--- src/rtl/nregister_pipe.sv ---
// nregister_pipe: elastic chain of DEPTH valid/ready register stages with flush and occupancy count
module nregister_pipe #(
    parameter int WIDTH = 8,
    parameter int DEPTH = 4,
    parameter logic [WIDTH-1:0] RESET_VALUE = '0,
    localparam int CW = $clog2(DEPTH + 1)
) (
    input  logic             clk,
    input  logic             reset,
    input  logic             io_in_valid,
    output logic             io_in_ready,
    input  logic [WIDTH-1:0] io_in_bits,
    output logic             io_out_valid,
    input  logic             io_out_ready,
    output logic [WIDTH-1:0] io_out_bits,
    input  logic             io_flush,
    output logic [CW-1:0]    io_count
);
    logic [DEPTH-1:0] r_v;
    logic [WIDTH-1:0] r_d [DEPTH];
    logic [CW-1:0]    r_count;
    logic [DEPTH-1:0] w_rdy;
    logic [DEPTH-1:0] w_src_v;
    logic [WIDTH-1:0] w_src_d [DEPTH];
    logic             w_in_xfer;
    logic             w_out_xfer;
    // A stage is ready if it or any stage downstream of it has a hole, or the consumer takes a word
    always_comb begin
        logic w_acc;
        w_acc = io_out_ready;
        w_rdy = '0;
        for (int i = DEPTH - 1; i >= 0; i--) begin
            w_acc    = w_acc || !r_v[i];
            w_rdy[i] = w_acc;
        end
    end
    assign io_in_ready  = w_rdy[0] && !io_flush && !reset;
    assign w_in_xfer    = io_in_valid && io_in_ready;
    assign w_out_xfer   = r_v[DEPTH-1] && io_out_ready;
    assign io_out_valid = r_v[DEPTH-1];
    assign io_out_bits  = r_d[DEPTH-1];
    assign io_count     = r_count;
    for (genvar g = 0; g < DEPTH; g++) begin : g_src
        if (g == 0) begin : g_head
            assign w_src_v[g] = w_in_xfer;
            assign w_src_d[g] = io_in_bits;
        end else begin : g_link
            assign w_src_v[g] = r_v[g-1];
            assign w_src_d[g] = r_d[g-1];
        end
    end
    always_ff @(posedge clk) begin
        if (reset) begin
            r_v     <= '0;
            r_count <= '0;
            for (int i = 0; i < DEPTH; i++) r_d[i] <= RESET_VALUE;
        end else begin
            for (int i = 0; i < DEPTH; i++) begin
                if (w_rdy[i]) r_v[i] <= w_src_v[i];
                if (w_rdy[i] && w_src_v[i]) r_d[i] <= w_src_d[i];
            end
            if (io_flush) begin
                r_v     <= '0;
                r_count <= '0;
            end else begin
                r_count <= r_count + CW'(w_in_xfer) - CW'(w_out_xfer);
            end
        end
    end
endmodule

--- config.mk ---
export PLATFORM = sky130hd
export DESIGN_NAME = nregister_pipe
export DESIGN_NICKNAME = d
export VERILOG_FILES = /design/src/rtl/nregister_pipe.sv
export SDC_FILE = /design/constraint.sdc
export NUM_CORES = 1
export LEC_CHECK = 0
export CAP_MARGIN = 10
export CORE_AREA = 2 2 70 72
export DETAILED_ROUTE_END_ITERATION = 16
export DIE_AREA = 0 0 72 74
export GPL_ROUTABILITY_DRIVEN = 1
export PLACE_DENSITY = 0.66
export SYNTH_ARGS = -nofsm -noshare
export SYNTH_HDL_FRONTEND = slang
export SYNTH_SLANG_ARGS = --single-unit
--- constraint.sdc ---
create_clock -name clk -period 3.2 [get_ports clk]
set_input_delay 0.64 -clock clk [delete_from_list [all_inputs] [get_ports clk]]
set_output_delay 0.64 -clock clk [all_outputs]
set_load 0.05 [all_outputs]
==> results.cfg <==
[global_routing]
grt_pass1_vias = 993
globalRouteOverflowTotal = 0
antenna_found_initial = 0
grt_max_degree = 19
grt_pass1_wl_mm = 4.42
track_usage_pct = 11.1

[worst_setup_path]
worstPathRequired_ns = 2.56
end_kind = output pin
startpoint_type = input port
critPathKind = in2out
arrival_ns = 2.06
r2r-start = r_v[0]
crit_start = io_out_ready
crit_fanout = 17

[clock_network]
htreeDepth = 2
cts_tree = built
cts_hold_buffers = 0
clk_pin_slew_ns = 0.07
clock-sinks = 39
cts_resized = 0
clock_path_buffers = 2
insertion_delay_ns = 0.29
post_cts_buffers = 0
cts_buffers = 5
cts-root-buf = clkbuf_8

[power]
p_sw_share_pct = 22.5
internal_power_uw = 752
p_leak_uw = 0.000777
switchingPower_uw = 218
power_frac_comb_pct = 8.0
peakVddDrop_mv = 0.226
p_seq_share_pct = 59.5
p_clk_share_pct = 32.5
powerDensity_nw_per_um2 = 461
p_total_uw = 970

[sta]
period_share_pct = 84.4
fin_crit_ns = 2.70
setup_viol = 0
hold_viol_final = 0
fin_tns_setup_ns = 0
rsz0062_at_grt = false
maxSlewViolCount = 0
fmax_mhz = 370
fin_worst_skew_ns = 0.00344
tightest_slew_ns = 0.683
max-slew-margin-rel_pct = 54.3

[route]
routed_wl_mm = 2.62
drtIter0Drc = 62
routed_via_density = 5.10
drt-met1-wl_mm = 1.07
drcViolationCount = 0
wl_met3_um = 143
detail_route.wl_per_cell_um = 12.8
ant_nets = 0
vias = 1041
wl_met2_mm = 1.37
routed.top_layer = met4
drt_pass1_iterations = 4

[logic_synthesis]
ys_warn_count = 0
async_reset_ff_share_pct = 0
post-synth-top-area-fraction_pct = 53.9
synth_top_family_by_area = simple AND/OR/NAND/NOR gates
muxShareOfSynthArea_pct = 0
synth-edff-count = 32
ys_top_cells_by_area = edfxtp_1 (54%), dfxtp_1 (7.9%), a211oi_2 (5.6%)
syn_area_um2 = 1780
synth-seq-cells = 39
yosysMostFrequentCell = edfxtp_1
synth_simple_gate_area_share_pct = 15.2
synth-compound-area-share_pct = 10.0
syn_inst = 128
yosysTopAreaCell = edfxtp_1
synthXorXnorAreaFrac_pct = 1.26
synth-adder-area-share_pct = 2.53
avgSynthCellArea_um2 = 13.9
synth_common_cells = edfxtp_1 (32), inv_1 (12), buf_4 (9)
synth_cell_types = 30
synth.net_count = 144
synthFlopType = edfxtp_1
ys_seq_area_share_pct = 61.8

[floorplan]
dieArea_um2 = 5330
die_w_um = 72
fp.dieH_um = 74
std_cell_rows = 25
io_pins = 26
coreArea_um2 = 4600
initial_core_util_pct = 38.8

[worst_hold_path]
min_path_type = reg2reg
hp-start = r_v[1]

[placement]
dp_hpwl_mm = 1.92
numPortBuffers = 25
place.gp.congestion = 0.734

[final_layout]
drive_gt1_share_pct = 13.3
final_nets = 165
nFillCells = 400
area_growth_pct = 18.0
diodes = 0

[outcome]
status = finished, final reports clean

[flow_run]
drv_cap = 0
-- final cells by class --
class,instances,area [um2],area share [%]
repair buffers,30,285,13.6
well taps,54,67.6,3.21
clock inverters,3,15.0,0.714
inverters,13,48.8,2.32
flip-flops and latches,39,1100,52.3
clock buffers,5,68.8,3.27
multi-input cells,60,517,24.6
-- power groups by stage --
stage | Clock (uW) | Combinational, uW | Sequential, uW
2_1_floorplan | 0 | 53.2 | 586
3_3_place_gp | 0 | 76.3 | 588
3_5_place_dp | 0 | 78.0 | 589
4_1_cts | 316 | 78.3 | 577
5_1_grt | 343 | 83.2 | 579
6_report | 315 | 77.6 | 577
-- cells by family (layout without fill, tap and decap cells) --
| family | count (synthesis) | count (layout) |
|---|---|---|
| DFF | 39 | 39 |
| and+or+nand+nor | 38 | 38 |
| adders and majority gates | 3 | 3 |
| AOI/OAI and AO/OA | 18 | 18 |
| xor gates and xnor gates | 1 | 1 |
| buffers and inverters | 29 | 51 |
-- cells in the final DEF (no fill, tap or decap), types with 2 or more instances in the layout --
master,instances
clkinv_1,3
a21o_1,3
dfxtp_1,7
a21boi_0,3
nor3b_1,8
ha_1,2
nor3_1,2
a211oi_2,8
and3_1,8
clkbuf_8,5
inv_1,12
buf_4,6
clkdlybuf4s50_1,24
nor2b_1,3
edfxtp_1,32
nor2_1,2
and2_1,2
nor4b_1,8
-- metrics by stage --
stage	cells	setup WS (ns)	util [%]	area, um2	hold slack (ns)
2_1_floorplan	128	0.303	-	1780	0.466
3_3_place_gp	196	0.313	43.9	2020	0.486
3_5_place_dp	196	0.212	43.9	2020	0.498
4_1_cts	204	0.494	45.7	2100	0.506
5_1_grt	204	0.381	45.7	2100	0.557
6_report	204	0.500	45.7	2100	0.511
-- path summary, 6_finish.rpt --
check,endpoint,slack [ns],depth (start not counted)
setup / recovery,io_in_ready,0.50,5
hold / removal,r_v[2],0.51,2
setup reg to reg,io_count[2],1.09,8
hold reg to reg,r_v[2],0.51,2
-- per-layer routing --
metal | GRT usage [%] | vias up
li1 | - | 503
met1 | 11.8 | 504
met2 | 19.8 | 27
met3 | 4.47 | 7
met4 | 4.40 | 0
met5 | 0 | -
-- registers in the layout, summed over array words and instances, names as in the netlist --
register and count:
r_v 4, io_count 3, r_d 32
-- critical path: stages --
cell,delay [ns]
clkdlybuf4s50_1,0.53
and4b_1,0.24
buf_4,0.21
a21boi_0,0.21
buf_4,0.23
Power figures use the tool's default switching activity.
